==> config.mk <==
export PLATFORM = sky130hd
export DESIGN_NAME = vga_scanout
export DESIGN_NICKNAME = d
export VERILOG_FILES = /design/src/rtl/vga_pkg.sv /design/src/rtl/vga_timing.sv /design/src/rtl/vga_scanout.sv
export SDC_FILE = /design/constraint.sdc
export NUM_CORES = 1
export LEC_CHECK = 0
export CAP_MARGIN = 40
export CORE_MARGIN = 4
export CORE_UTILIZATION = 30
export CTS_CLUSTER_SIZE = 40
export DETAILED_ROUTE_END_ITERATION = 16
export DONT_BUFFER_PORTS = 1
export GPL_ROUTABILITY_DRIVEN = 0
export HOLD_SLACK_MARGIN = 0.12
export PLACE_DENSITY = 0.53
export SLEW_MARGIN = 20
export SYNTH_ARGS = -nofsm -noshare
export SYNTH_HDL_FRONTEND = slang
export SYNTH_SLANG_ARGS = --single-unit
==> constraint.sdc <==
create_clock -name vga_clk -period 1.9 [get_ports vga_clk]
set_clock_uncertainty 0.15 [all_clocks]
set_input_delay 0.285 -clock vga_clk [delete_from_list [all_inputs] [get_ports vga_clk]]
set_output_delay 0.285 -clock vga_clk [all_outputs]
set_load 0.1 [all_outputs]
==> src/rtl/vga_pkg.sv <==
// vga_pkg: 640x480@60 Hz timing constants and the 9-bit RRRGGGBBB colour type
// shared by the scanout top and its timing generator.
package vga_pkg;

    localparam int CNT_W = 10;

    // Horizontal line: 640 visible, 16 front porch, 96 sync, 48 back porch.
    localparam logic [CNT_W-1:0] H_VISIBLE    = 10'd640;
    localparam logic [CNT_W-1:0] H_FRONT      = 10'd16;
    localparam logic [CNT_W-1:0] H_SYNC       = 10'd96;
    localparam logic [CNT_W-1:0] H_BACK       = 10'd48;
    localparam logic [CNT_W-1:0] H_TOTAL      = H_VISIBLE + H_FRONT + H_SYNC + H_BACK;
    localparam logic [CNT_W-1:0] H_SYNC_START = H_VISIBLE + H_FRONT;
    localparam logic [CNT_W-1:0] H_SYNC_END   = H_SYNC_START + H_SYNC;

    // Vertical frame: 480 visible, 10 front porch, 2 sync, 33 back porch.
    localparam logic [CNT_W-1:0] V_VISIBLE    = 10'd480;
    localparam logic [CNT_W-1:0] V_FRONT      = 10'd10;
    localparam logic [CNT_W-1:0] V_SYNC       = 10'd2;
    localparam logic [CNT_W-1:0] V_BACK       = 10'd33;
    localparam logic [CNT_W-1:0] V_TOTAL      = V_VISIBLE + V_FRONT + V_SYNC + V_BACK;
    localparam logic [CNT_W-1:0] V_SYNC_START = V_VISIBLE + V_FRONT;
    localparam logic [CNT_W-1:0] V_SYNC_END   = V_SYNC_START + V_SYNC;

    // Frame buffer image width after pixel doubling.
    localparam int IMG_W = 512;

    typedef struct packed {
        logic [2:0] r;
        logic [2:0] g;
        logic [2:0] b;
    } rgb9_t;

    // Vertical colour bar: each index bit fans out to a full 3-bit channel.
    function automatic rgb9_t bar_colour(input logic [2:0] idx);
        rgb9_t c;
        c.r = {3{idx[2]}};
        c.g = {3{idx[1]}};
        c.b = {3{idx[0]}};
        return c;
    endfunction

endpackage

==> src/rtl/vga_timing.sv <==
// vga_timing: free-running 800x525 pixel/line counters with undelayed
// visible, sync, vblank and frame_done decode (stage 0 of the scanout pipe).
module vga_timing
    import vga_pkg::*;
(
    input  logic             vga_clk,
    input  logic             rst,
    output logic [CNT_W-1:0] hcount,
    output logic [CNT_W-1:0] vcount,
    output logic             h_visible,
    output logic             v_visible,
    output logic             hsync_n,
    output logic             vsync_n,
    output logic             vblank,
    output logic             frame_done
);

    logic [CNT_W-1:0] hcount_q, hcount_d;
    logic [CNT_W-1:0] vcount_q, vcount_d;

    // Next count: the line counter steps only on the 799->0 wrap, and the
    // (799,524) corner wraps both counters on the same edge.
    always_comb begin
        hcount_d = hcount_q + 10'd1;
        vcount_d = vcount_q;
        if (hcount_q == H_TOTAL - 10'd1) begin
            hcount_d = '0;
            if (vcount_q == V_TOTAL - 10'd1) begin
                vcount_d = '0;
            end else begin
                vcount_d = vcount_q + 10'd1;
            end
        end
    end

    // Counter registers.
    always_ff @(posedge vga_clk or posedge rst) begin
        if (rst) begin
            hcount_q <= '0;
            vcount_q <= '0;
        end else begin
            hcount_q <= hcount_d;
            vcount_q <= vcount_d;
        end
    end

    assign hcount     = hcount_q;
    assign vcount     = vcount_q;
    assign h_visible  = (hcount_q < H_VISIBLE);
    assign v_visible  = (vcount_q < V_VISIBLE);
    assign hsync_n    = !((hcount_q >= H_SYNC_START) && (hcount_q < H_SYNC_END));
    assign vsync_n    = !((vcount_q >= V_SYNC_START) && (vcount_q < V_SYNC_END));
    assign vblank     = (vcount_q >= V_VISIBLE);
    assign frame_done = (hcount_q == '0) && (vcount_q == V_VISIBLE);

endmodule

==> src/rtl/vga_scanout.sv <==
// vga_scanout: frame buffer read side. Generates 640x480@60 timing, walks the
// 256x240 frame buffer 2x2-doubled and centred between H_BORDER-wide borders,
// and registers colour/sync/de onto the DAC pins two cycles after the counters.
// Optional build macro VGA_TEST_PATTERN_EN adds a test_pat input that replaces
// frame buffer data with eight vertical colour bars.
module vga_scanout
    import vga_pkg::*;
#(
    parameter int         H_BORDER   = 64,
    parameter logic [8:0] BORDER_RGB = 9'h000
) (
    input  logic       vga_clk,
    input  logic       rst,
`ifdef VGA_TEST_PATTERN_EN
    input  logic       test_pat,
`endif
    input  logic [8:0] rgb,
    output logic [7:0] pix_ptr_x,
    output logic [7:0] pix_ptr_y,
    output logic [2:0] vga_r,
    output logic [2:0] vga_g,
    output logic [2:0] vga_b,
    output logic       vga_hs,
    output logic       vga_vs,
    output logic       vga_de,
    output logic       vblank,
    output logic       frame_done
);

    localparam logic [CNT_W-1:0] WIN_LO = CNT_W'(H_BORDER);
    localparam logic [CNT_W-1:0] WIN_HI = CNT_W'(H_BORDER + IMG_W - 1);

    // Stage 0: timing generator.
    logic [CNT_W-1:0] hcount, vcount;
    logic             h_visible, v_visible, hsync_n, vsync_n;

    vga_timing u_timing (
        .vga_clk    (vga_clk),
        .rst        (rst),
        .hcount     (hcount),
        .vcount     (vcount),
        .h_visible  (h_visible),
        .v_visible  (v_visible),
        .hsync_n    (hsync_n),
        .vsync_n    (vsync_n),
        .vblank     (vblank),
        .frame_done (frame_done)
    );

    // Stage 1 state: frame buffer pointers plus flags delayed to match them.
    logic [7:0] s1_ptr_x_q, s1_ptr_x_d;
    logic [7:0] s1_ptr_y_q, s1_ptr_y_d;
    logic       s1_win_q,   s1_win_d;
    logic       s1_vis_q,   s1_vis_d;
    logic       s1_hs_q,    s1_hs_d;
    logic       s1_vs_q,    s1_vs_d;

    // Stage 2 state: pin registers.
    rgb9_t      s2_rgb_q,   s2_rgb_d;
    logic       s2_hs_q,    s2_hs_d;
    logic       s2_vs_q,    s2_vs_d;
    logic       s2_de_q,    s2_de_d;

    rgb9_t      pix_src;

    // Stage 1 next: halve the window-relative position to get 2x2 doubling;
    // pointers park at 0 outside the image window.
    always_comb begin
        s1_vis_d   = h_visible && v_visible;
        s1_win_d   = v_visible && (hcount >= WIN_LO) && (hcount <= WIN_HI);
        s1_hs_d    = hsync_n;
        s1_vs_d    = vsync_n;
        s1_ptr_x_d = '0;
        s1_ptr_y_d = '0;
        if (s1_win_d) begin
            s1_ptr_x_d = 8'((hcount - WIN_LO) >> 1);
            s1_ptr_y_d = 8'(vcount >> 1);
        end
    end

    // Stage 1 registers; syncs idle high.
    always_ff @(posedge vga_clk or posedge rst) begin
        if (rst) begin
            s1_ptr_x_q <= '0;
            s1_ptr_y_q <= '0;
            s1_win_q   <= 1'b0;
            s1_vis_q   <= 1'b0;
            s1_hs_q    <= 1'b1;
            s1_vs_q    <= 1'b1;
        end else begin
            s1_ptr_x_q <= s1_ptr_x_d;
            s1_ptr_y_q <= s1_ptr_y_d;
            s1_win_q   <= s1_win_d;
            s1_vis_q   <= s1_vis_d;
            s1_hs_q    <= s1_hs_d;
            s1_vs_q    <= s1_vs_d;
        end
    end

    // Image pixel source: frame buffer read data, or colour bars keyed off the
    // same registered pointer so the pattern keeps identical timing.
    always_comb begin
        pix_src = rgb9_t'(rgb);
`ifdef VGA_TEST_PATTERN_EN
        if (test_pat) begin
            pix_src = bar_colour(s1_ptr_x_q[7:5]);
        end
`endif
    end

    // Stage 2 next: image inside the window, border colour in the rest of the
    // visible area, black during blanking.
    always_comb begin
        s2_rgb_d = '0;
        s2_hs_d  = s1_hs_q;
        s2_vs_d  = s1_vs_q;
        s2_de_d  = s1_vis_q;
        if (s1_win_q) begin
            s2_rgb_d = pix_src;
        end else if (s1_vis_q) begin
            s2_rgb_d = rgb9_t'(BORDER_RGB);
        end
    end

    // Stage 2 registers drive the pins directly.
    always_ff @(posedge vga_clk or posedge rst) begin
        if (rst) begin
            s2_rgb_q <= '0;
            s2_hs_q  <= 1'b1;
            s2_vs_q  <= 1'b1;
            s2_de_q  <= 1'b0;
        end else begin
            s2_rgb_q <= s2_rgb_d;
            s2_hs_q  <= s2_hs_d;
            s2_vs_q  <= s2_vs_d;
            s2_de_q  <= s2_de_d;
        end
    end

    assign pix_ptr_x = s1_ptr_x_q;
    assign pix_ptr_y = s1_ptr_y_q;
    assign vga_r     = s2_rgb_q.r;
    assign vga_g     = s2_rgb_q.g;
    assign vga_b     = s2_rgb_q.b;
    assign vga_hs    = s2_hs_q;
    assign vga_vs    = s2_vs_q;
    assign vga_de    = s2_de_q;

endmodule

Yosys cells after proc, flatten, opt, wreduce, memory -nomap -nowiden
Cells that the tools add are included.
W data, S select, Z words.
{"block": "classes", "eq_ne": 3, "mux": 5, "n_addsub": 3, "order_cmp": 9, "reduce_logical": 9}
{"operator": "$add A10 B1 Y10 const B", "n": 2}
{"operator": "$eq A10 B10 Y1 const B", "n": 2}
{"operator": "$ge A10 B9 Y1 const B", "n": 2}
{"operator": "$lt A10 B10 Y1 const B", "n": 2}
{"operator": "$lt A10 B9 Y1 const B", "n": 2}
{"operator": "$mux W10", "n": 2}
{"operator": "$mux W8", "n": 2}
{"operator": "$eq A10 B9 Y1 const B", "n": 1}
{"operator": "$ge A10 B10 Y1 const B", "n": 1}
{"operator": "$ge A10 B7 Y1 const B", "n": 1}
{"operator": "$le A10 B10 Y1 const B", "n": 1}
{"operator": "$logic_not A10 Y1", "n": 1}
{"operator": "$mux W9", "n": 1}
{"operator": "$sub A9 B7 Y9 const B", "n": 1}
{"operator": "$logic_and A1 B1 Y1", "n": 6}
{"operator": "$logic_not A1 Y1", "n": 2}
{"block": "word_totals", "in_bits": 11, "reg_bits": 52}

Depth between registers and ports, before layout
Gate-level depths: netlist of the first run.
{"block": "depth", "depth_word": 4, "depth_mapped": 7, "mapped_depth_nobuf": 6}

Cells and area by module
A second synthesis of the first run with hierarchy kept.
{"block": "hier_totals", "hier_cells": 206, "area_unflattened_um2": 2398.6}
{"module": "vga_scanout", "n_inst": 1, "area_each_um2": 1262.5, "cells_each": 92}
{"module": "vga_timing", "n_inst": 1, "area_each_um2": 1136.1, "cells_each": 114}

Least setup slack after synthesis of the first run
Ideal clock, no wire load.
{"block": "synth_path", "path_type": "reg2out", "start": "reg u_timing.hcount_q[6] (netlist: u_timing.hcount[6])", "end": "out frame_done", "required_ps": 1465, "arrival_time_ps": 1772, "path_buffers": 0, "path_slack_ps": -307, "stages_incl_launch_ff": 6, "cell_sequence": "dfrtp_1 > inv_1 > ha_1 > nand3b_1 > nor3_1 > and4_1"}
{"block": "synth_via", "elab_chain_len": 2}
{"element": "start: declaration", "line": "vga_timing.sv:18", "source": "logic [CNT_W-1:0] hcount_q, hcount_d;"}
{"element": "start signal: assignment", "line": "vga_timing.sv:42", "source": "hcount_q <= hcount_d;"}
{"element": "$logic_not A10 Y1", "line": "vga_timing.sv:54", "source": "assign frame_done = (hcount_q == '0) && (vcount_q == V_VISIBLE);"}
{"element": "$logic_and A1 B1 Y1", "line": "vga_timing.sv:54"}
{"element": "end: declaration", "line": "vga_scanout.sv:27", "source": "output logic frame_done"}
Every way passes these cells.

Worst setup path in the final report of the first run
{"block": "layout_path", "start": "reg u_timing.hcount_q[1] (netlist: u_timing.hcount[1])", "end": "out frame_done"}
The elaborated chain is that of the path after synthesis.

==> summary.txt, run 1 <==
Pwr
  • Flop pwr share: 62.2%
  • Clock share of power: between 30% and 40%
  • Combinational Power Share: around 2.4%
  • Pint: 1.39 mW
  • Power consumption: 1.78 mW
  • Pwr dens: about 570 nW/um2
  • Switching share of power: between 20% and 30%
  • Net Sw Power: approximately 0.39 mW
  • Leakage: 1.51 nW
  • VDD IR max: 227 uV

Timing
  • Final period util: 106%
  • Sum Neg Setup Slack: -935 ps
  • RSZ-0062 raised after global routing: yes
  • Final-report hold violation count: 0
  • Worst Slack Setup Final: -119 ps
  • Setup-failing EPs final: 11
  • Worst hold margin: around 210 ps
  • Worst slew pin tran: a little under 500 ps
  • Min Clock Period, post-route: between 2000 and 2500 ps
  • Fmax: just under 500 MHz
  • Max_slew headroom: between 60% and 70%
  • Max-slew violations: 0

GRT
  • Total gr overflow: 0
  • Antenna violations before repair: 0
  • First-pass GRT wire length: around 8400 um
  • Largest net degree at the start of global routing: 53
  • Number of global-route vias before repair: 1673
  • Tot GR Track Use: roughly an eighth

Status
  • Violated checks: setup timing
  • Run status: finished with violations

Floorplanning
  • Core Rows: 31
  • Die Height: approximately 96 um
  • Die ar.: ~9100 um2
  • Die W: between 90 and 100 um
  • IO Pins: approximately 40
  • Placeable Area: 7330 um2
  • Initial Util: about a third

Drt
  • Wirelength per Cell: 13.9 um
  • DR vias: approximately 1600
  • Initial drt markers: 74
  • First-pass DRT Iterations: 4
  • ANT nets after route: 0
  • Vias/cell: 4.44
  • DRC Markers: 0
  • Drt total wl: ~5000 um

Logic synthesis
  • EDFF count, synth: 0
  • Async S/R FF share, synth: between 90% and 100%
  • Syn_area_per_cell: between 10 and 15 um2
  • Mapped Area: roughly 2300 um2
  • Largest cells by area after synthesis: dfrtp_1 52%, ha_1 4.9%, dfstp_2 4.6%
  • Sequential-to-total area share from yosys stat: about 57%
  • Number of register bits inferred by synthesis: 52
  • Main flop type after synthesis: dfrtp_1
  • Mapped Nets: about 210
  • Ys Warns: 0
  • Post-synth top area share: about 52%
  • Unique masters post-synth: slightly above 40
  • Cell accounting for the most synthesized area: dfrtp_1
  • Mapped Cells: roughly 190

Cells and area
  • P&R area growth vs syn: 36.5%
  • Fin nets: between 200 and 300
  • N_diodes: 0
  • Design area: 3140 um2
  • Layout cells sized above 1: about two fifths
  • Final core occ: a little over two fifths

Setup path
  • Critical path type: register to output port
  • Crit-path max cell delay: roughly 400 ps
  • CP Capture Type: output port
  • Crit start category: register
  • Crit path DAT: 1580 ps
  • Critical Path RT: roughly 1500 ps
  • CP Cell Sequence: buf_4 -> inv_1 -> ha_2 -> and4_4 -> buf_12
  • CP max stage cell: dfrtp_1
  • Largest driver fanout on the critical path: 3

CTS
  • CTS buffer count: 5
  • CTS tree: done
  • Total clock sinks: 52
  • CTS Buffer Depth: 2
  • Worst skew pair latency: 310 ps
  • Clock slew at reported path FFs: approximately 90 ps
  • Root buf cell: clkbuf_8
  • CTS H-Tree Depth: 2

Hold path
  • Worst min-delay path class: register to register

Placement
  • Port Buf Inserts: 0
  • HPWL reported at the end of detailed placement: about 3700 um
  • Post-placement cell area: roughly 2900 um2

Run
  • Max cap viols: 0
==> registers in the layout (all words and copies together) (netlist names) <==
signal           cells
pix_ptr_x            8
u_timing.vcount     10
s1_vis_q             1
vga_r                3
vga_g                3
vga_b                3
vga_vs               1
s1_vs_q              1
s1_win_q             1
s1_hs_q              1
vga_hs               1
u_timing.hcount     10
vga_de               1
pix_ptr_y            8
==> path summary, 6_finish.rpt <==
path	slack [ps]	cells after the start	startpoint	to
setup / recovery	-120	5	u_timing.hcount[1]	frame_done
min in group asynchronous	320	3	rst	vga_b[2]
setup reg to reg	-100	9	u_timing.hcount[6]	pix_ptr_y[1]
hold reg to reg	210	0	s1_vis_q	vga_de
hold / removal	210	0	s1_vis_q	vga_de
max in group asynchronous	1000	3	rst	s1_vs_q
==> cell families (layout without fill, tap and decap cells) <==
kind of cell | Yosys count | after routing | share of synthesized area, %
AO/OA/AOI/OAI | 12 | 12 | 4.68
adder cells (fa/ha/maj) | 9 | 9 | 4.90
AND/OR/NAND/NOR | 86 | 86 | 24.2
multiplexers | 2 | 2 | 0.871
XOR/XNOR | 12 | 12 | 4.57
buffers and inverters | 16 | 91 | 3.97
flip-flops | 52 | 52 | 56.8
==> power groups by stage <==
stage / Sequential, mW / Clock [mW] / Combinational [mW]
after floorplan: 1.13 / 0 / 0.0161
after global placement: 1.13 / 0 / 0.0277
after detailed placement: 1.13 / 0 / 0.0281
after CTS: 1.11 / 0.660 / 0.0448
after global routing: 1.11 / 0.698 / 0.0486
final: 1.11 / 0.629 / 0.0423
==> cell usage in the layout (no fill, tap or decap), drive strengths merged <==
| cell | netlist | routed |
|---|---|---|
| or3 | 3 | 3 |
| nand3 | 11 | 11 |
| dfrtp | 48 | 48 |
| a21boi | 1 | 1 |
| clkinvlp | 0 | 1 |
| nand4 | 5 | 5 |
| xor2 | 6 | 6 |
| nor3 | 6 | 6 |
| nand2 | 7 | 7 |
| or3b | 1 | 1 |
| nor4bb | 1 | 1 |
| xnor2 | 6 | 6 |
| inv | 10 | 10 |
| dfstp | 4 | 4 |
| and2 | 19 | 19 |
| a22o | 1 | 1 |
| nand2b | 2 | 2 |
| nand4b | 1 | 1 |
| mux2i | 2 | 2 |
| o311a | 1 | 1 |
| or4b | 1 | 1 |
| nor2 | 11 | 11 |
| and4 | 2 | 2 |
| buf | 6 | 63 |
| ha | 9 | 9 |
| clkbuf | 0 | 6 |
| nand3b | 1 | 1 |
| dlygate4sd3 | 0 | 10 |
| a31oi | 1 | 1 |
| nor4 | 9 | 9 |
| o211a | 1 | 1 |
| o21a | 1 | 1 |
| nor4b | 1 | 1 |
| o21ai | 4 | 4 |
| a21oi | 1 | 1 |
| o22ai | 1 | 1 |
| clkinv | 0 | 1 |
| and3 | 5 | 5 |
==> timing repair <==
item / 4_1_cts / 5_1_grt
setup endpoints to repair: 3 / 14
pin swaps: 2 / 3
resized for setup: 7 / 7
endpoints found under the hold margin: 61 / 0
hold buffers: 10 / 0
setup buffers: 3 / 2
==> cell type report <==
cell class / instances / area, um2
inverter: 10 / 37.5
tap: 99 / 124
multi-input combinational: 121 / 957
sequential: 52 / 1310
timing repair buffer: 73 / 622
clock buffer: 6 / 72.6
clock inverter: 2 / 16.3
fill: 706 / 4190
==> Yosys cell counts, types with 4 or more instances <==
cell type   n
and2_1     16
and3_1      5
dfrtp_1    48
dfstp_2     4
ha_1        9
inv_1      10
nand2_1     5
nand3_1    11
nand4_1     4
nor2_1     11
nor3_1      5
nor4_1      7
o21ai_0     4
xnor2_1     6
xor2_1      6
==> metrics by stage <==
stage          instances  setup WS (ps)
3_5_place_dp         340          -10.6
2_1_floorplan        189           5.54
6_report             363           -119
5_1_grt              363           -216
3_3_place_gp         340           31.7
4_1_cts              361           -134
==> routing by layer <==
metal | routed length (um) | up-vias | track usage [%]
li1 | - | 797 | -
met1 | 2390 | 765 | 15.9
met2 | 2270 | 43 | 18.8
met3 | 315 | 6 | 2.68
met4 | 74 | 0 | 4.27
met5 | 0 | - | 0
==> critical path: cells and delay by family (launching register included) <==
| family | cells | cell delay [ps] |
|---|---|---|
| buffers and inverters | 3 | 410 |
| DFF | 1 | 400 |
| and+or+nand+nor | 1 | 240 |
| adders and majority gates | 1 | 220 |
(Power assumes the default switching activity.)
==> run 2, diff against run 1 <==
--- a/config.mk
+++ b/config.mk
@@ -13,8 +13,10 @@
 export DONT_BUFFER_PORTS = 1
 export GPL_ROUTABILITY_DRIVEN = 0
 export HOLD_SLACK_MARGIN = 0.12
+export MAX_ROUTING_LAYER = met4
 export PLACE_DENSITY = 0.53
 export SLEW_MARGIN = 20
 export SYNTH_ARGS = -nofsm -noshare
 export SYNTH_HDL_FRONTEND = slang
 export SYNTH_SLANG_ARGS = --single-unit
+export TNS_END_PERCENT = 1
==> run 2 against run 1 <==
Compared with the run above: clock-buffer cell count unchanged; hold slack got worse by 5.1 ps; non-clock buffer count increased by 1; utilization increased by 0.36 points; the run still ends with setup timing left; total power increased by 1.9%; global-route usage increased by 0.82 points; wire length increased by 4.5%; largest power group unchanged.
==> summary.txt, run 2 (synthesis gave the netlist of run 1 again) <==
Status
  • Run status: finished with violations
  • Violated checks: setup timing

Drt
  • DR vias: about 1700
  • Met3 Wirelength: between 300 and 400 um
  • Drt total wl: 5290 um
  • First-pass DRT Iterations: 4
  • Highest routed layer: met4
  • Vias/cell: ~4.6
  • DRC Markers: 0
  • Wirelength per Cell: 14.5 um
  • ANT nets after route: 0
  • Initial drt markers: 84
  • Met2 WL post-DR: 2550 um
  • M1 wire length: 2350 um

Cells and area
  • Most frequent cells in the layout: 61 x buf_4, 46 x dfrtp_1, 16 x and2_1
  • Layout cells sized above 1: between 40% and 50%
  • N_diodes: 0
  • Fin nets: between 200 and 300
  • Most common cell after layout, fill and taps aside: buf_4
  • P&R area growth vs syn: 37.7%

Timing
  • Max_slew headroom: roughly two thirds
  • Max-slew violations: 0
  • Final-report hold violation count: 0
  • Min Clock Period, post-route: a little over 2000 ps
  • Setup-failing EPs final: 11
  • Worst Slack Setup Final: -147 ps
  • Fmax: slightly below 500 MHz
  • RSZ-0062 raised after global routing: yes
  • Final period util: 108%
  • Worst slew pin tran: around 490 ps

Floorplanning
  • Placeable Area: roughly 7300 um2
  • Initial Util: 31.4%
  • IO Pins: 41
  • Die Height: between 90 and 100 um
  • Die ar.: slightly above 9000 um2
  • Core Rows: 31
  • Die W: 95.5 um

Pwr
  • Power consumption: 1.81 mW
  • VDD IR max: 282 uV
  • Leakage: between 1.5 and 2 nW
  • Flop pwr share: 61.1%
  • Net Sw Power: 0.391 mW
  • Pwr dens: 572 nW/um2
  • Combinational Power Share: approximately 2.4%
  • Switching share of power: between 20 and 25%
  • Clock share of power: 36.5%
  • Pint: 1.42 mW

Setup path
  • RR Endpoint: pix_ptr_y[3]
  • CP Cell Sequence: nor4_2 -> buf_4 -> and4_4 -> buf_12
  • Crit start category: register
  • Crit path DAT: 1610 ps
  • CP max stage cell: dfrtp_1
  • R2r setup slk: -40 ps
  • Buffers & Inverters on Critical Path: 2
  • Critical Path RT: between 1000 and 1500 ps
  • Reg2Reg Depth: 8
  • CP Capture Type: output port
  • Cell family contributing the most delay on the critical path: simple AND/OR/NAND/NOR gates
  • Critical path type: register to output port
  • R2R Path Start: u_timing.hcount[6]
  • Crit-path max cell delay: 410 ps
  • Largest driver fanout on the critical path: 2

CTS
  • Root buf cell: clkbuf_8
  • CTS H-Tree Depth: 2
  • Worst skew pair latency: 310 ps
  • CTS Buffer Depth: 2
  • Total clock sinks: 52
  • CTS tree: done
  • CTS buffer count: 5
  • Clock slew at reported path FFs: around 100 ps

GRT
  • Antenna violations before repair: 0
  • First-pass GRT wire length: around 8600 um
  • Number of global-route vias before repair: roughly 1700
  • Largest net degree at the start of global routing: 53
  • Tot GR Track Use: between 10% and 20%
  • Total gr overflow: 0

Hold path
  • Hold depth: 0
  • Min-delay src: s1_vis_q
  • WHS Endpoint: vga_de
  • Worst min-delay path class: register to register

Placement
  • DP Worst Slack: -102 ps
  • HPWL reported at the end of detailed placement: 3730 um
  • Port Buf Inserts: 0

Run
  • Max cap viols: 0
-- run 2: cell types whose count changed in the layout (fill, tap and decap cells not counted), moves of 2 or more --
| cell | change |
|---|---|
| buf_4 | +4 |
| buf_6 | -3 |
| ha_2 | -2 |
| inv_1 | -2 |
| inv_2 | +2 |
| nor4_1 | -2 |
| nor4_2 | +2 |
-- run 2: timing repair --
action	CTS	global route
endpoints found under the setup margin	17	21
resized for setup	8	8
pin swaps	7	7
setup buffers	6	1
hold endpoints to repair	61	0
hold buffers	10	0
-- run 2: power by group through the flow --
stage               Clock, mW  Combinational (mW)  Sequential, mW
floorplan                   0              0.0161            1.13
global placement            0              0.0283            1.13
detailed placement          0              0.0281            1.13
CTS                     0.686              0.0453            1.11
global route            0.731              0.0499            1.11
finish                  0.662              0.0428            1.11
-- run 2: worst max-delay path by stage --
stage | from | endpoint | slack [ps] | cells past startpoint
global route | u_timing.vcount[8] | frame_done | -230 | 5
global placement | u_timing.hcount[7] | u_timing.vcount[9] | -40 | 6
finish | u_timing.vcount[4] | frame_done | -150 | 4
detailed placement | u_timing.hcount[7] | u_timing.vcount[9] | -100 | 6
CTS | u_timing.vcount[1] | frame_done | -160 | 6
floorplan | u_timing.hcount[6] | pix_ptr_y[1] | -5 | 7
-- run 2: metrics by stage --
stage / area [um2] / hold WS, ps / utilization, % / setup TNS, ps / std cells
after floorplan: 2310 / 181 / - / -37.8 / 189
after global placement: 2850 / 93.2 / 38.9 / -53.4 / 339
after detailed placement: 2850 / 94.3 / 38.9 / -196 / 339
after CTS: 3120 / 206 / 42.5 / -428 / 363
after global routing: 3160 / 217 / 43.2 / -1570 / 364
final: 3160 / 203 / 43.2 / -361 / 364
-- run 2: layer usage --
metal / global-route usage, % / vias to the layer above
met5: - / -
met4: 4.50 / 0
li1: - / 799
met1: 16.1 / 802
met3: 2.53 / 9
met2: 20.2 / 55
-- run 2: final cells by class --
type | count | area (um2)
multi-input cells | 121 | 978
fillers | 686 | 4170
well taps | 99 | 124
clock inverters | 2 | 15.0
inverters | 10 | 37.5
flip-flops and latches | 52 | 1310
clock buffers | 6 | 82.6
repair buffers | 74 | 618
==> run 3, diff against run 2 <==
--- a/config.mk
+++ b/config.mk
@@ -15,6 +15,7 @@
 export HOLD_SLACK_MARGIN = 0.12
 export MAX_ROUTING_LAYER = met4
 export PLACE_DENSITY = 0.53
+export REMOVE_ABC_BUFFERS = 1
 export SLEW_MARGIN = 20
 export SYNTH_ARGS = -nofsm -noshare
 export SYNTH_HDL_FRONTEND = slang
==> run 3 against run 2 <==
Compared with the run above: clock power up 11%; the flow still finishes with violations (setup timing); via count down 2.0%; wire length down 7.8%; largest cell class unchanged; total power up 4.0%; register-to-register slack better by 20 ps; sequential share of layout area down 0.41 points; combinational power down 2%; non-clock buffer count down 3.
==> summary.txt, run 3 (synthesis gave the netlist of run 1 again) <==
CTS
  • CTS tree: done
  • Worst skew pair latency: about 300 ps
  • Total clock sinks: 52
  • Clock slew at reported path FFs: 90 ps
  • CTS buffer count: 5
  • Root buf cell: clkbuf_8
  • CTS Buffer Depth: 2
  • CTS H-Tree Depth: 2

Floorplanning
  • Die ar.: slightly above 9000 um2
  • Placeable Area: about 7300 um2
  • Core Rows: 31
  • Die W: 95.5 um
  • Initial Util: about a third
  • IO Pins: 41
  • Die Height: 95.5 um

Setup path
  • Crit path DAT: around 1600 ps
  • Crit path launch: u_timing.vcount[8]
  • Critical Path RT: between 1000 and 1500 ps
  • Largest driver fanout on the critical path: 2
  • Critical path type: register to output port
  • RR Endpoint: pix_ptr_x[7]
  • R2r setup slk: -20 ps
  • Crit start category: register
  • Critical Path End: frame_done
  • CP Capture Type: output port
  • R2R Path Start: u_timing.hcount[6]
  • Reg2Reg Depth: 8

Cells and area
  • N_diodes: 0
  • Multi-input logic area: 1010 um2
  • Fin nets: 281
  • Final non-filler cell total: 361
  • FF/Latch Area: around 1300 um2
  • Filler cells: just under 700
  • Most frequent cells in the layout: 56 x buf_4, 47 x dfrtp_1, 16 x and2_1
  • Layout cells sized above 1: roughly two fifths
  • Most common cell after layout, fill and taps aside: buf_4
  • P&R area growth vs syn: 38.9%

Pwr
  • Combinational Power Share: ~2.2%
  • Pwr dens: between 500 and 600 nW/um2
  • Clock share of power: 39.0%
  • Pint: between 1.5 and 2 mW
  • VDD IR max: around 280 uV
  • Leakage: 1.52 nW
  • Net Sw Power: approximately 0.37 mW
  • Flop pwr share: a little under 60%
  • Switching share of power: between 10% and 20%

Status
  • Run status: finished with violations
  • Violated checks: setup timing

GRT
  • Largest net degree at the start of global routing: 53
  • Antenna violations before repair: 0
  • First-pass GRT wire length: roughly 8100 um
  • Number of global-route vias before repair: 1657
  • Tot GR Track Use: a little under an eighth
  • Total gr overflow: 0

Drt
  • Vias/cell: roughly 4.5
  • First-pass DRT Iterations: 4
  • DRC Markers: 0
  • Drt total wl: just under 5000 um
  • Wirelength per Cell: about 14 um
  • ANT nets after route: 0
  • Initial drt markers: between 100 and 150
  • DR vias: about 1600

Run
  • Max cap viols: 0

Placement
  • HPWL reported at the end of detailed placement: 3430 um
  • Placed cells: 336
  • Port Buf Inserts: 0
  • DP Worst Slack: -4.81 ps

Timing
  • Final period util: 105%
  • Worst Slack Setup Final: -95.0 ps
  • RSZ-0062 raised after global routing: yes
  • Max-slew violations: 0
  • Min Clock Period, post-route: ~2000 ps
  • Worst slew pin tran: 489 ps
  • Setup-failing EPs final: 6
  • Max_slew headroom: between 60 and 70%
  • Sum Neg Setup Slack: -121 ps
  • Fmax: ~500 MHz
  • Final-report hold violation count: 0

Hold path
  • Min-delay src: s1_vs_q
  • Worst min-delay path class: register to register
[run 3: how the worst min path moves through the flow]
stage / endpoint / slack (ps) / cells after the start
2_1_floorplan: vga_de / 180 / 0
3_3_place_gp: pix_ptr_y[6] / 90 / 2
3_5_place_dp: vga_de / 100 / 2
4_1_cts: vga_vs / 210 / 0
5_1_grt: vga_vs / 220 / 0
6_report: vga_vs / 210 / 0
[run 3: area by class of cell]
type	count	area share, %
clock buffers	6	2.27
repair buffers	71	18.9
flip-flops and latches	52	40.9
clock inverters	2	1.10
inverters	10	1.18
well taps	99	3.88
multi-input cells	121	31.7
[run 3: power by group through the flow]
stage	clock (mW)	combinational [mW]	sequential [mW]
2_1_floorplan	0	0.0161	1.13
3_3_place_gp	0	0.0277	1.13
3_5_place_dp	0	0.0281	1.13
4_1_cts	0.766	0.0443	1.11
5_1_grt	0.822	0.0480	1.11
6_report	0.735	0.0420	1.11
[run 3: routing by layer]
metal	global-route usage, %	part of all wire [%]	routed length, um	vias to the layer above
met3	3.16	6.3	309	8
li1	-	-	-	789
met2	19.8	49	2370	41
met4	4.50	1.8	90	0
met5	-	0	0	-
met1	13.6	43	2110	793
[run 3: worst max-delay path, cell delays in order (launching register included)]
cell     delay [ps]
dfrtp_1         350
nand4_1         200
nor4_4          250
and4_4          290
buf_12          170
[run 3: stage by stage]
stage	total power [mW]	cell area [um2]	utilization, %	hold slack (ps)
global route	1.98	3190	43.6	220
floorplan	1.14	2240	-	181
global placement	1.16	2810	38.4	90.1
CTS	1.92	3130	42.6	211
detailed placement	1.16	2810	38.4	103
finish	1.88	3190	43.6	209
[run 3: what timing repair did]
action,in CTS,in global routing
hold buffers,10,0
endpoints found under the hold margin,61,0
setup endpoints to repair,13,22
resized for setup,15,10
setup buffers,6,1
cloned,0,0
pin swaps,7,3
